==> src/rtl/rf_arb_pkg.sv <==
// Shared types, widths and helpers for the register-file write arbiter.
package rf_arb_pkg;

  localparam int RF_ADDR_W  = 5;
  localparam int RF_DATA_W  = 32;
  localparam int RF_MAX_REQ = 8;
  localparam logic [RF_ADDR_W-1:0] RF_ZERO_REG = '0;

  typedef struct packed {
    logic [RF_ADDR_W-1:0] addr;
    logic [RF_DATA_W-1:0] data;
  } wr_req_t;

  function automatic logic [2:0] onehot_to_idx(input logic [RF_MAX_REQ-1:0] oh);
    logic [2:0] idx;
    idx = '0;
    for (int i = 0; i < RF_MAX_REQ; i++) begin
      if (oh[i]) idx = idx | 3'(i);
    end
    return idx;
  endfunction

endpackage

==> src/rtl/regfile_write_arbiter_rr_pick.sv <==
// rr_pick: combinational round-robin picker, scans from ptr+1 modulo N over req & mask.
// Latency: zero cycles. Backpressure: none, pure function of its inputs.
module rr_pick
  import rf_arb_pkg::*;
#(
  parameter int N = 3,
  localparam int IDX_W = (N > 1) ? $clog2(N) : 1
) (
  input  logic [N-1:0]     req,
  input  logic [IDX_W-1:0] ptr,
  input  logic [N-1:0]     mask,
  output logic [N-1:0]     gnt,
  output logic [IDX_W-1:0] idx,
  output logic             any_grant
);

  logic             found;
  logic [IDX_W-1:0] cand;

  always_comb begin
    gnt   = '0;
    found = 1'b0;
    cand  = '0;
    for (int k = 1; k <= N; k++) begin
      cand = IDX_W'((int'(ptr) + k) % N);
      if (!found && req[cand] && mask[cand]) begin
        gnt[cand] = 1'b1;
        found     = 1'b1;
      end
    end
  end

  assign idx       = IDX_W'(onehot_to_idx(RF_MAX_REQ'(gnt)));
  assign any_grant = |gnt;

endmodule

==> src/rtl/regfile_write_arbiter.sv <==
// Round-robin share of the register-file write port; address-0 writes are accepted but dropped.
// Latency: accepted in cycle N -> wr/writeAddr/in in cycle N+1. Backpressure: one-hot req_ready, none while hold=1.
// RF_ARB_FIXED_PRI_EN: requester 0 gets strict priority, 1..NUM_REQ-1 round-robin among themselves.
module regfile_write_arbiter
  import rf_arb_pkg::*;
#(
  parameter int NUM_REQ = 3,
  parameter int ADDR_W  = RF_ADDR_W,
  parameter int DATA_W  = RF_DATA_W
) (
  input  logic                      clk,
  input  logic                      reset,
  input  logic                      hold,
  input  logic [NUM_REQ-1:0]        req_valid,
  input  logic [NUM_REQ*ADDR_W-1:0] req_addr,
  input  logic [NUM_REQ*DATA_W-1:0] req_data,
  output logic [NUM_REQ-1:0]        req_ready,
  input  logic [ADDR_W-1:0]         readAddr1,
  input  logic [ADDR_W-1:0]         readAddr2,
  output logic                      wr,
  output logic [ADDR_W-1:0]         writeAddr,
  output logic [DATA_W-1:0]         in,
  output logic                      hazard1,
  output logic                      hazard2
);

  localparam int IDX_W = $clog2(NUM_REQ);

`ifdef RF_ARB_FIXED_PRI_EN
  localparam logic [NUM_REQ-1:0] PICK_MASK = {{(NUM_REQ-1){1'b1}}, 1'b0};
`else
  localparam logic [NUM_REQ-1:0] PICK_MASK = {NUM_REQ{1'b1}};
`endif

  logic [ADDR_W-1:0] addr_a [NUM_REQ];
  logic [DATA_W-1:0] data_a [NUM_REQ];

  logic [NUM_REQ-1:0] pick_gnt, gnt_sel;
  logic [IDX_W-1:0]   pick_idx, sel_idx;
  logic               pick_any, any_req, accept;

  logic [IDX_W-1:0]  ptr_d, ptr_q;
  logic              wr_d, wr_q;
  logic [ADDR_W-1:0] waddr_d, waddr_q;
  logic [DATA_W-1:0] wdata_d, wdata_q;

  always_comb begin
    for (int i = 0; i < NUM_REQ; i++) begin
      addr_a[i] = req_addr[i*ADDR_W +: ADDR_W];
      data_a[i] = req_data[i*DATA_W +: DATA_W];
    end
  end

  rr_pick #(.N(NUM_REQ)) u_pick (
    .req       (req_valid),
    .ptr       (ptr_q),
    .mask      (PICK_MASK),
    .gnt       (pick_gnt),
    .idx       (pick_idx),
    .any_grant (pick_any)
  );

  always_comb begin
    gnt_sel = pick_gnt;
    sel_idx = pick_idx;
    any_req = pick_any;
`ifdef RF_ARB_FIXED_PRI_EN
    if (req_valid[0]) begin
      gnt_sel = NUM_REQ'(1);
      sel_idx = '0;
      any_req = 1'b1;
    end
`endif
    accept    = any_req & ~hold;
    req_ready = accept ? gnt_sel : '0;
  end

  // Pointer only moves on an accepted transfer; under fixed priority it ignores requester 0.
  always_comb begin
    ptr_d = ptr_q;
`ifdef RF_ARB_FIXED_PRI_EN
    if (accept && (sel_idx != '0)) ptr_d = sel_idx;
`else
    if (accept) ptr_d = sel_idx;
`endif
  end

  always_comb begin
    wr_d    = accept && (addr_a[sel_idx] != ADDR_W'(RF_ZERO_REG));
    waddr_d = wr_d ? addr_a[sel_idx] : waddr_q;
    wdata_d = wr_d ? data_a[sel_idx] : wdata_q;
  end

  always_ff @(posedge clk or negedge reset) begin
    if (!reset) begin
      ptr_q   <= IDX_W'(NUM_REQ - 1);
      wr_q    <= 1'b0;
      waddr_q <= '0;
      wdata_q <= '0;
    end else begin
      ptr_q   <= ptr_d;
      wr_q    <= wr_d;
      waddr_q <= waddr_d;
      wdata_q <= wdata_d;
    end
  end

  assign wr        = wr_q;
  assign writeAddr = waddr_q;
  assign in        = wdata_q;
  assign hazard1   = wr_q && (waddr_q == readAddr1) && (waddr_q != ADDR_W'(RF_ZERO_REG));
  assign hazard2   = wr_q && (waddr_q == readAddr2) && (waddr_q != ADDR_W'(RF_ZERO_REG));

endmodule

==> config.mk <==
export PLATFORM = sky130hd
export DESIGN_NAME = regfile_write_arbiter
export DESIGN_NICKNAME = d
export VERILOG_FILES = /design/src/rtl/rf_arb_pkg.sv /design/src/rtl/regfile_write_arbiter_rr_pick.sv /design/src/rtl/regfile_write_arbiter.sv
export SDC_FILE = /design/constraint.sdc
export NUM_CORES = 1
export LEC_CHECK = 0
export ABC_AREA = 1
export CAP_MARGIN = 30
export CORE_MARGIN = 8
export CORE_UTILIZATION = 39
export CTS_CLUSTER_DIAMETER = 40
export DETAILED_ROUTE_END_ITERATION = 8
export GPL_ROUTABILITY_DRIVEN = 0
export PLACE_DENSITY = 0.81
export SYNTH_ARGS = -nofsm -noshare
export SYNTH_HDL_FRONTEND = slang
export SYNTH_SLANG_ARGS = --single-unit
export TNS_END_PERCENT = 50
==> constraint.sdc <==
create_clock -name clk -period 3 [get_ports clk]
set_input_delay 0.6 -clock clk [delete_from_list [all_inputs] [get_ports clk]]
set_output_delay 0.6 -clock clk [all_outputs]
set_load 0.005 [all_outputs]
# After elaboration in Yosys (flattened, before gate mapping)
# Index checks and enable logic that the tools add are counted.
# totals
ff_bits	40
in_bits	127
out_inout_bits	43
word_cells	74
# classes
add_sub_neg	3
div	3
n_lt_le_gt_ge	7
eq_ne	2
muxes	32
bitwise_logic	5
reduce_logical	18
# ops
operator	count
32-bit by 3-bit remainder unit with 32-bit output, second input constant	3
32-bit binary-select mux with 2-bit select	1
32-bit 2-to-1 mux	2
1-bit logical AND	13
1-bit binary-select mux with 2-bit select	6
1-bit 2-to-1 mux	12
3-bit 2-to-1 mux	4
5-bit binary-select mux with 2-bit select	1
5-bit equality test	2
5-bit 2-to-1 mux	2
5-bit nonzero test	2
2-bit by 3-bit less-than comparator with 1-bit output, second input constant	3
2-bit by 2-bit adder with 3-bit output, second input constant	2
1-bit demux with 2-bit select	3
2-bit by 1-bit >= comparator with 1-bit output, second input constant	3
3-bit bitwise OR	2
2-bit by 1-bit adder with 3-bit output, second input constant	1
3-bit >= comparator, second input constant	1
2-bit inverter with 3-bit output	1
3-bit OR reduction	1
1-bit zero test	2
2-bit 2-to-1 mux	1
1-bit bitwise AND	1
1-bit inverter	1

# Longest topological paths before layout
# Gate-level depths: netlist (run 1).
# depth
ltp_word	22
depth_mapped	21
ltp_nobuf	18

# Hierarchy
# Synthesis (run 1) repeated with hierarchy kept, for this count alone.
# unflattened
cells_unflattened	436
area_unflattened_um2	2807.7
# by_module_without_submodules
mod	n_inst	cells_per_inst	area_per_inst_um2	seq_area_each_um2
regfile_write_arbiter	1	386	2532.4	1002.2
rr_pick	1	50	275.3	0.0

# Worst setup path after synthesis (run 1)
# Ideal clock, no wire load.
# synth_path
path_kind	flip-flop to output port
start	register ptr_q[1]
end	output port req_ready[1]
arrival_ps	1940
t_required_ps	2400
slack_ps	460
path_stages_with_launch	12
n_path_buf	2
cell_sequence	dfstp_2 -> ha_1 -> nand2_1 -> nand3_2 -> nand2_4 -> nand3_1 -> nand2_4 -> nand2_4 -> inv_2 -> buf_2 -> buf_2 -> nor2_1
# synth_between
elab_chain_cells	17
word_cells_on_any_way	50
cone_classes	3 x add/sub; 3 x div; 6 x order compare; 24 x mux; 3 x bitwise; 11 x reduce/logical
# synth_lines
item	line	rtl
start, declared	regfile_write_arbiter.sv:42	logic [IDX_W-1:0] ptr_d, ptr_q;
start signal, assigned	regfile_write_arbiter.sv:96	ptr_q <= IDX_W'(NUM_REQ - 1);
start signal, assigned	regfile_write_arbiter.sv:101	ptr_q <= ptr_d;
parallel branches: the longest is 13 deep, another holds 32-bit by 3-bit remainder unit with 32-bit output	--	
3-bit 2-to-1 mux (*)	regfile_write_arbiter_rr_pick.sv:26	if (!found && req[cand] && mask[cand]) begin
3-bit OR reduction	regfile_write_arbiter_rr_pick.sv:34	assign any_grant = |gnt;
1-bit bitwise AND	regfile_write_arbiter.sv:74	accept = any_req & ~hold;
3-bit 2-to-1 mux (*)	regfile_write_arbiter.sv:75	req_ready = accept ? gnt_sel : '0;
end, declared	regfile_write_arbiter.sv:17	output logic [NUM_REQ-1:0] req_ready,
# Mark *: on every way between the ends. The select of a mux whose other input is x is not followed.

# Worst setup path after layout (run 1)
# layout_path
start	input port req_valid[2]
end	output port req_ready[0]
# layout_between
elab_chain_cells	15
word_cells_on_any_way	23
cone_classes	12 x mux; 3 x bitwise; 8 x reduce/logical
# layout_lines
item	line	rtl
start, declared	regfile_write_arbiter.sv:14	input logic [NUM_REQ-1:0] req_valid,
1-bit binary-select mux with 2-bit select	regfile_write_arbiter_rr_pick.sv:26	
1-bit 2-to-1 mux (not written as such)	regfile_write_arbiter_rr_pick.sv:26	
1-bit logical AND	regfile_write_arbiter_rr_pick.sv:26	
1-bit 2-to-1 mux	regfile_write_arbiter_rr_pick.sv:26	
1-bit zero test	regfile_write_arbiter_rr_pick.sv:26	
1-bit logical AND (2 in series)	regfile_write_arbiter_rr_pick.sv:26	
1-bit 2-to-1 mux	regfile_write_arbiter_rr_pick.sv:26	
1-bit zero test	regfile_write_arbiter_rr_pick.sv:26	
1-bit logical AND (2 in series)	regfile_write_arbiter_rr_pick.sv:26	
3-bit 2-to-1 mux (*)	regfile_write_arbiter_rr_pick.sv:26	
3-bit OR reduction	regfile_write_arbiter_rr_pick.sv:34	
1-bit bitwise AND	regfile_write_arbiter.sv:74	
3-bit 2-to-1 mux (*)	regfile_write_arbiter.sv:75	
# Every way passes the cells marked *; elsewhere a longest branch is shown, timed or not. The select of a mux whose other input is x is not followed.

==> results.tsv, run 1 <==
stage	metric	value	unit
cts	htreeDepth	2	
logic_synthesis	synth-seq-cells	40	
route	first_iter_violations	172	
pwr	p_per_area	1400	mW/mm2
die	die_w	104	um
route	dr.pass1.iters	4	
cells_and_area	drive_gt1_frac	0.149	
route	vias	3618	
cells_and_area	nFillCells	666	
die	ios	170	
logic_synthesis	ys_seq_area_frac	0.328	
die	start_util	0.399	
cts	clk_path_buf_depth	2	
setup_path	cp_top_family	simple AND/OR/NAND/NOR gates	
logic_synthesis	postSynthAreaPerCell	7.13	um2
logic_synthesis	syn_nets	559	
logic_synthesis	netlist.area_leader.share	0.320	
timing	setup_viol	0	
cts	clock_latency	0.28	ns
logic_synthesis	yosys.area.top_type	dfrtp_1	
cells_and_area	nets	729	
cells_and_area	layout_commonest_cell	clkdlybuf4s50_1	
setup_path	regToRegStartpoint	ptr_q[1]	
grt	grt.overflow.total	0	
cells_and_area	multiInputGateArea	0.00184	mm2
route	drc	0	
pwr	vdd_ir_drop_max	0.000697	V
setup_path	required	2.40	ns
grt	grt_usage	0.196	
status	status	completed	
die	die-area	0.0109	mm2
placement	dp_hpwl	8590	um
timing	fin_crit_sh	0.964	
die	die_h	104	um
timing	period_needed	2.89	ns
timing	max_freq	346	MHz
cts	cts_buffers	5	
setup_path	crit_start	req_valid[2]	
placement	portBuffers	169	
logic_synthesis	yosysUniqueCellTypes	37	
placement	place_area	0.00487	mm2
setup_path	cp_max_fo	7	
pwr	p_leak	0.00224	uW
cts	cts_hold_buf	0	
cells_and_area	layout_common_cells	clkdlybuf4s50_1 (165), nand3_1 (82), nand2_1 (76)	
grt	grt_start_max_net_pins	41	
cells_and_area	area_growth	66.3	%
timing	relSlewSlack	0.421	
logic_synthesis	netlist_area	0.00305	mm2
route	ant_nets	0	
cts	cts_tree	yes	
grt	grt_pass1_vias	3666	
cts	root_buffer	clkbuf_8	
cts	clk_pin_slew_worst_paths	0.07	ns
setup_path	worstSetupPathType	in2out	
cells_and_area	final_area	0.00507	mm2
route	viasPerCell	5.17	
pwr	power	7100	uW
grt	grt_pass1_wl	17900	um
job	cap_violations	0	
route	wl_per_cell	15.9	um
cells_and_area	antenna_cells	0	
logic_synthesis	synthCells	428	
timing	finalHoldViolCount	0	
setup_path	cp_cell_sequence	clkdlybuf4s50_1 -> nand2_1 -> nand2_2 -> nand2_4 -> nand3_1 -> nand2_1 -> nor2_2 -> nand3_1 -> nand2_2 -> nor2_1 -> dlygate4sd2_1	
setup_path	cp-end-kind	output pin	
setup_path	crit_buf_inv	2	
logic_synthesis	yosysWarnings	0	
setup_path	max_stage_delay	0.55	ns
setup_path	worstPathArrival	2.29	ns
hold_path	hold_path_class	in2async	
timing	slew_viol_final	0	
die	coreArea	0.00765	mm2
cts	cts.sinks	40	
grt	antenna_found_initial	0	
logic_synthesis	netlist_top_cells_area	dfrtp_1 (32%), nand3_1 (14%), o21ai_0 (10%)	
die	rows	32	
route	routed_wl	11100	um
setup_path	startpoint_type	input pin	
timing	skew	0.00529	ns
cells_and_area	seqCellArea	0.00100	mm2
setup_path	cpMaxStageDelayCell	clkdlybuf4s50_1	
timing	worst_slew_pin_slew	0.868	ns
cells by family after synthesis:
group	Yosys count	synth area share
buffers and inverters	52	0.0873
xor gates and xnor gates	6	0.0172
and+or+nand+nor	250	0.420
AOI/OAI and AO/OA	76	0.130
DFF	40	0.328
adders and majority gates	4	0.0164
routing by layer:
metal,vias to the layer above,part of all wire,GRT usage
met5,-,0,0
met4,0,0.027,0.0807
met3,21,0.085,0.0607
met2,158,0.50,0.346
met1,1674,0.39,0.212
li1,1765,-,-
Yosys cell counts:
library cell,number
inv_2,2
buf_2,11
nand4_1,2
dfstp_2,1
buf_6,2
nor4_1,1
nand3_4,1
buf_4,1
nand2_2,17
o22ai_1,2
nand4_4,1
a21oi_1,3
nor3_1,1
nand2_4,14
a2111oi_0,1
clkbuf_1,11
nand2_1,79
dfrtp_1,39
o21bai_1,2
buf_1,1
inv_1,21
nand3_1,84
nor2_1,39
nand3b_1,3
ha_1,4
xor2_1,1
a211oi_1,1
or2_1,1
buf_12,1
o21ai_0,63
nand3_2,4
nor2_2,2
o21ai_1,3
nor2_4,1
o2111ai_1,1
buf_8,2
xnor2_1,5
stage by stage:
| step | util | setup slack [ns] | hold slack (ns) | TNS, ns | cells |
|---|---|---|---|---|---|
| final | 0.664 | 0.108 | 0.427 | 0 | 700 |
| after global placement | 0.636 | -0.0875 | 0.454 | -0.398 | 689 |
| after floorplan | - | 0.460 | 0.304 | 0 | 428 |
| after global routing | 0.664 | -0.0204 | 0.495 | -0.0298 | 700 |
| after detailed placement | 0.636 | -0.165 | 0.459 | -4.64 | 689 |
| after CTS | 0.652 | 0.0113 | 0.461 | 0 | 697 |
area by class of cell:
cell class              count  share of cell area
repair buffers            192               0.378
multi-input cells         336               0.363
well taps                 102              0.0251
flip-flops and latches     40               0.197
inverters                  23              0.0175
clock buffers               7              0.0190
where the power goes:
| group | total (uW) | switching [uW] | internal, uW |
|---|---|---|---|
| Clock | 379 | 175 | 205 |
| Sequential | 1060 | 211 | 848 |
| Combinational | 5670 | 3310 | 2360 |
| Total | 7100 | 3690 | 3410 |
final timing paths:
| path | to | slack, ns | cells past startpoint |
|---|---|---|---|
| worst max-delay path | req_ready[0] | 0.11 | 11 |
| worst max register to register | in[20] | 0.19 | 19 |
| worst min register to register | in[8] | 0.47 | 2 |
| worst min-delay path | in[22] | 0.43 | 1 |
| max in group asynchronous | writeAddr[2] | 2.03 | 1 |
| min in group clk | in[8] | 0.47 | 2 |
flip-flops by register name (all words and copies together) (netlist names):
| signal | cells |
|---|---|
| in | 32 |
| wr | 1 |
| ptr_q | 2 |
| writeAddr | 5 |
timing repair:
item                                    4_1_cts  5_1_grt
resized for setup                            10       16
hold endpoints to repair                      0        0
cloned                                        0        1
setup buffers                                 1        2
pin swaps                                     2        4
endpoints found under the setup margin        3       40
Power figures use the tool's default switching activity.
==> run 2: changes to the inputs <==
CORE_MARGIN = 2   (was 8)
==> results.tsv, run 2 (synthesized netlist as in run 1, its figures left out) <==
stage	metric	value	unit	change
status	status	completed		
grt	grt_start_max_net_pins	51		+24%
cells_and_area	multiInputGateArea	0.00187	mm2	+1.4%
route	met3_length	705	um	-25%
timing	fin_crit_sh	0.977		+0.0134
cts	clk_pin_slew_worst_paths	0.08	ns	about the same
grt	grt_pass1_vias	3521		-4.0%
placement	dp_hpwl	7670	um	-11%
cts	cts_hold_buf	0		unchanged
setup_path	r2r_slack	0.14	ns	-0.05 ns
setup_path	required	2.40	ns	about the same
die	rows	32		unchanged
cells_and_area	final_area	0.00508	mm2	about the same
pwr	p_per_area	1380	mW/mm2	-1.4%
die	ios	170		unchanged
setup_path	cp_max_fo	7		unchanged
cts	clk_path_buf_depth	2		unchanged
die	die-area	0.00855	mm2	-22%
job	cap_violations	0		unchanged
route	wl_per_cell	14.6	um	-7.9%
cells_and_area	seqCellArea	0.00100	mm2	unchanged
timing	hold_ws	0.413	ns	-0.0140 ns
setup_path	startpoint_type	register		
die	die_h	92.5	um	-11%
placement	pre_cts_ws	-0.203	ns	-0.0373 ns
cells_and_area	antenna_cells	0		unchanged
timing	max_freq	341	MHz	-1.4%
setup_path	worstSetupPathType	reg2out		
route	ant_nets	0		unchanged
timing	relSlewSlack	0.421		about the same
setup_path	r2r-end	writeAddr[4]		
cts	cts_tree	yes		
cts	root_buffer	clkbuf_8		
cells_and_area	nets	730		+0.14%
cts	cts.sinks	40		unchanged
timing	finalHoldViolCount	0		unchanged
cells_and_area	layout_common_cells	clkdlybuf4s50_1 (164), nand3_1 (81), nand2_1 (74)		
timing	skew	0.00588	ns	+0.000595 ns
die	die_w	92.5	um	-11%
cells_and_area	nFillCells	644		-3.3%
pwr	p_leak	0.00227	uW	+1.0%
route	first_iter_violations	159		-7.6%
placement	place_area	0.00486	mm2	-0.10%
cts	clock_latency	0.29	ns	about the same
setup_path	ff2ff_path_depth	17		-2
cells_and_area	area_growth	66.4	%	about the same
grt	grt_usage	0.232		+0.0359
grt	grt.overflow.total	0		unchanged
setup_path	worstPathArrival	2.33	ns	+0.04 ns
route	routed.top_layer	met4		
cells_and_area	drive_gt1_frac	0.155		+0.00617
route	wl_met2	5390	um	-3.0%
cts	cts_buffers	5		unchanged
route	viasPerCell	5.10		-1.4%
setup_path	cp-end-kind	output pin		
timing	worst_slew_pin_slew	0.868	ns	-0.000108 ns
placement	portBuffers	169		unchanged
route	vias	3577		-1.1%
timing	period_needed	2.93	ns	+0.0401 ns
pwr	vdd_ir_drop_max	0.000940	V	+35%
die	coreArea	0.00765	mm2	unchanged
grt	grt_pass1_wl	16200	um	-9.6%
timing	setup_viol	0		unchanged
setup_path	crit_start	ptr_q[1]		
route	routed_wl	10300	um	-7.7%
route	m1WireLength	4050	um	-6.5%
pwr	power	7010	uW	-1.3%
cells_and_area	layout_commonest_cell	clkdlybuf4s50_1		
route	drc	0		unchanged
grt	antenna_found_initial	0		unchanged
cells_and_area	largest_reg_flops	32		unchanged
timing	slew_viol_final	0		unchanged
hold_path	hold_path_class	in2async		
cts	htreeDepth	2		unchanged
timing	timing.final.ws_setup	0.0677	ns	-0.0401 ns
setup_path	regToRegStartpoint	ptr_q[1]		
route	dr.pass1.iters	5		+1
die	start_util	0.399		unchanged
## run 2: cell types whose count changed in the layout (fill, tap and decap cells not counted), moves of 2 or more
cell,previous run,this run
inv_2,3,5
nand2_1,76,74
buf_6,3,1
dlymetal6s2s_1,0,3
nand2_2,20,22
buf_4,16,21
## run 2: final cells by class
cell class | count | share of cell area
clock inverters | 1 | 0.00148
clock buffers | 7 | 0.0170
multi-input cells | 336 | 0.368
repair buffers | 193 | 0.374
well taps | 102 | 0.0251
flip-flops and latches | 40 | 0.197
inverters | 23 | 0.0170
## run 2: worst max path at each step
| stage | cells after the start | slack [ns] | to |
|---|---|---|---|
| after global routing | 17 | -0.03 | in[2] |
| after detailed placement | 12 | -0.20 | req_ready[2] |
| after CTS | 13 | -0.15 | req_ready[2] |
| after global placement | 12 | -0.09 | req_ready[2] |
| after floorplan | 11 | 0.46 | req_ready[1] |
| final | 12 | 0.07 | req_ready[1] |
## run 2: layer usage
layer / track usage / vias to the layer above
met1: 0.267 / 1657
li1: - / 1765
met4: 0.0572 / 0
met2: 0.442 / 143
met5: 0 / -
met3: 0.0407 / 12
## run 2: repair_timing
action	in CTS	in global routing
buffers inserted	2	2
setup endpoints to repair	3	37
resized for setup	13	15
pin swaps	2	4
## run 2: through the flow
step,TNS (ns),instances,util
2_1_floorplan,0,428,-
3_3_place_gp,-0.216,690,0.636
3_5_place_dp,-2.47,690,0.636
4_1_cts,-0.309,700,0.655
5_1_grt,-0.258,702,0.664
6_report,0,702,0.664
## run 2: power by group
group	internal [uW]	switching (uW)	total, uW
clock	187	188	375
sequential	848	211	1060
combinational	2300	3280	5580
total	3330	3680	7010
## run 2: worst max-delay path, stage by stage (launching register included)
cell,delay [ns]
dfstp_2,0.58
ha_4,0.23
inv_2,0.10
nand2_1,0.09
nand2_2,0.13
nand2_4,0.12
nand3_2,0.12
nand2_4,0.07
nand2_4,0.06
inv_2,0.05
buf_4,0.13
nor2_1,0.11
dlygate4sd2_1,0.26
==> run 3: changes to the inputs <==
MAX_ROUTING_LAYER = met4   (was not set)
==> results.tsv, run 3 (synthesized netlist as in run 1, its figures left out) <==
stage	metric	value	unit	change
pwr	p_per_area	1380	mW/mm2	+0.12%
setup_path	r2r-end	writeAddr[4]		
setup_path	startpoint_type	register		
route	wl_per_cell	14.6	um	about the same
setup_path	worstPathArrival	2.31	ns	-0.02 ns
cells_and_area	drive_gt1_frac	0.155		unchanged
cts	htreeDepth	2		unchanged
setup_path	worstSetupPathType	reg2out		
grt	grt_pass1_wl	16200	um	unchanged
cells_and_area	final-instance-count-excl-fill	702		unchanged
cells_and_area	final_area	0.00508	mm2	unchanged
cts	clk_pin_slew_worst_paths	0.08	ns	about the same
route	vias	3586		+0.25%
cts	cts_buffers	5		unchanged
cts	clock_latency	0.29	ns	about the same
die	start_util	0.399		unchanged
timing	period_needed	2.91	ns	-0.0184 ns
die	rows	32		unchanged
cells_and_area	nFillCells	644		unchanged
pwr	vdd_ir_drop_max	0.000942	V	+0.19%
route	met3_length	697	um	-1.1%
grt	grt_start_max_net_pins	51		unchanged
die	coreArea	0.00765	mm2	unchanged
job	cap_violations	0		unchanged
route	wl_met2	5400	um	+0.13%
cts	root_buffer	clkbuf_8		
route	drc	0		unchanged
cells_and_area	nets	730		unchanged
cells_and_area	layout_common_cells	clkdlybuf4s50_1 (164), nand3_1 (81), nand2_1 (74)		
timing	finalHoldViolCount	0		unchanged
status	status	completed		
cells_and_area	largest_reg_flops	32		unchanged
grt	grt_pass1_vias	3516		-0.14%
grt	grt.overflow.total	0		unchanged
timing	finalSetupTns	0	ns	unchanged
timing	max_freq	343	MHz	+0.63%
pwr	power	7020	uW	+0.12%
route	viasPerCell	5.11		+0.25%
setup_path	cp_max_fo	7		unchanged
route	ant_nets	0		unchanged
cts	cts.sinks	40		unchanged
setup_path	regToRegStartpoint	ptr_q[1]		
timing	slew_viol_final	0		unchanged
hold_path	hold_path_class	in2async		
die	die_w	92.5	um	unchanged
die	die_h	92.5	um	unchanged
timing	setup_viol	0		unchanged
timing	relSlewSlack	0.422		+0.000805
placement	portBuffers	169		unchanged
grt	grt_usage	0.239		+0.00645
setup_path	ff2ff_path_depth	17		unchanged
timing	fin_crit_sh	0.971		-0.00612
cells_and_area	area_growth	66.4	%	unchanged
route	dr.pass1.iters	4		-1
cells_and_area	antenna_cells	0		unchanged
pwr	p_leak	0.00227	uW	unchanged
die	die-area	0.00855	mm2	unchanged
placement	place_area	0.00486	mm2	unchanged
timing	worst_slew_pin_slew	0.867	ns	-0.00121 ns
route	routed_wl	10300	um	about the same
route	m1WireLength	4060	um	+0.20%
cts	clk_path_buf_depth	2		unchanged
cts	cts_tree	yes		
setup_path	cp-end-kind	output pin		
die	ios	170		unchanged
setup_path	required	2.40	ns	about the same
setup_path	r2r_slack	0.15	ns	about the same
route	routed.top_layer	met4		
route	first_iter_violations	196		+23%
cells_and_area	layout_commonest_cell	clkdlybuf4s50_1		
timing	skew	0.00605	ns	+0.000169 ns
placement	dp_hpwl	7670	um	unchanged
placement	dp_cells	690		unchanged
grt	antenna_found_initial	0		unchanged
## run 3: cell counts in the layout (fill, tap and decap cells not counted)
Identical to the previous run, type by type.
## run 3: worst max-delay path: stages (launching register included)
cell           delay (ns)
dfstp_2              0.58
ha_4                 0.23
inv_2                0.09
nand2_1              0.08
nand2_2              0.12
nand2_4              0.12
nand3_2              0.12
nand2_4              0.06
nand2_4              0.06
inv_2                0.05
buf_4                0.13
nor2_1               0.11
dlygate4sd2_1        0.26
## run 3: layer usage
metal	vias up	track usage
li1	1766	-
met1	1660	0.272
met2	149	0.442
met3	11	0.0325
met4	0	0.0572
met5	-	-
## run 3: timing repair
item / in CTS / in global routing
hold buffers: 0 / 0
resized for setup: 13 / 15
pin swaps: 2 / 4
buffers inserted: 2 / 2
cloned: 0 / 0
endpoints found under the setup margin: 3 / 37
hold endpoints to repair: 0 / 0
## run 3: through the flow
stage / util / setup slack (ns) / hold WS, ns
after floorplan: - / 0.460 / 0.304
after global placement: 0.636 / -0.0859 / 0.454
after detailed placement: 0.636 / -0.203 / 0.458
after CTS: 0.655 / -0.155 / 0.449
after global routing: 0.664 / -0.0302 / 0.489
final: 0.664 / 0.0861 / 0.412
## run 3: where the power goes
group	internal, uW	switching [uW]	total [uW]
clock	187	188	375
sequential	848	211	1060
combinational	2300	3290	5580
total	3330	3690	7020
## run 3: worst max-delay path by stage
| stage | start | end | slack, ns | cells after the start |
|---|---|---|---|---|
| 2_1_floorplan | ptr_q[1] | req_ready[1] | 0.46 | 11 |
| 3_3_place_gp | req_valid[0] | req_ready[2] | -0.09 | 12 |
| 3_5_place_dp | req_valid[1] | req_ready[2] | -0.20 | 12 |
| 4_1_cts | ptr_q[1] | req_ready[2] | -0.15 | 13 |
| 5_1_grt | ptr_q[1] | in[2] | -0.03 | 17 |
| 6_report | ptr_q[1] | req_ready[1] | 0.09 | 12 |
## run 3: layout make-up
| cell class | instances | area (um2) | share of cell area |
|---|---|---|---|
| Timing Repair Buffer | 193 | 1900 | 0.374 |
| Clock buffer | 7 | 86.3 | 0.0170 |
| Multi-Input combinational cell | 336 | 1870 | 0.368 |
| Clock inverter | 1 | 7.51 | 0.00148 |
| Sequential cell | 40 | 1000 | 0.197 |
| Tap cell | 102 | 128 | 0.0251 |
| Inverter | 23 | 86.3 | 0.0170 |
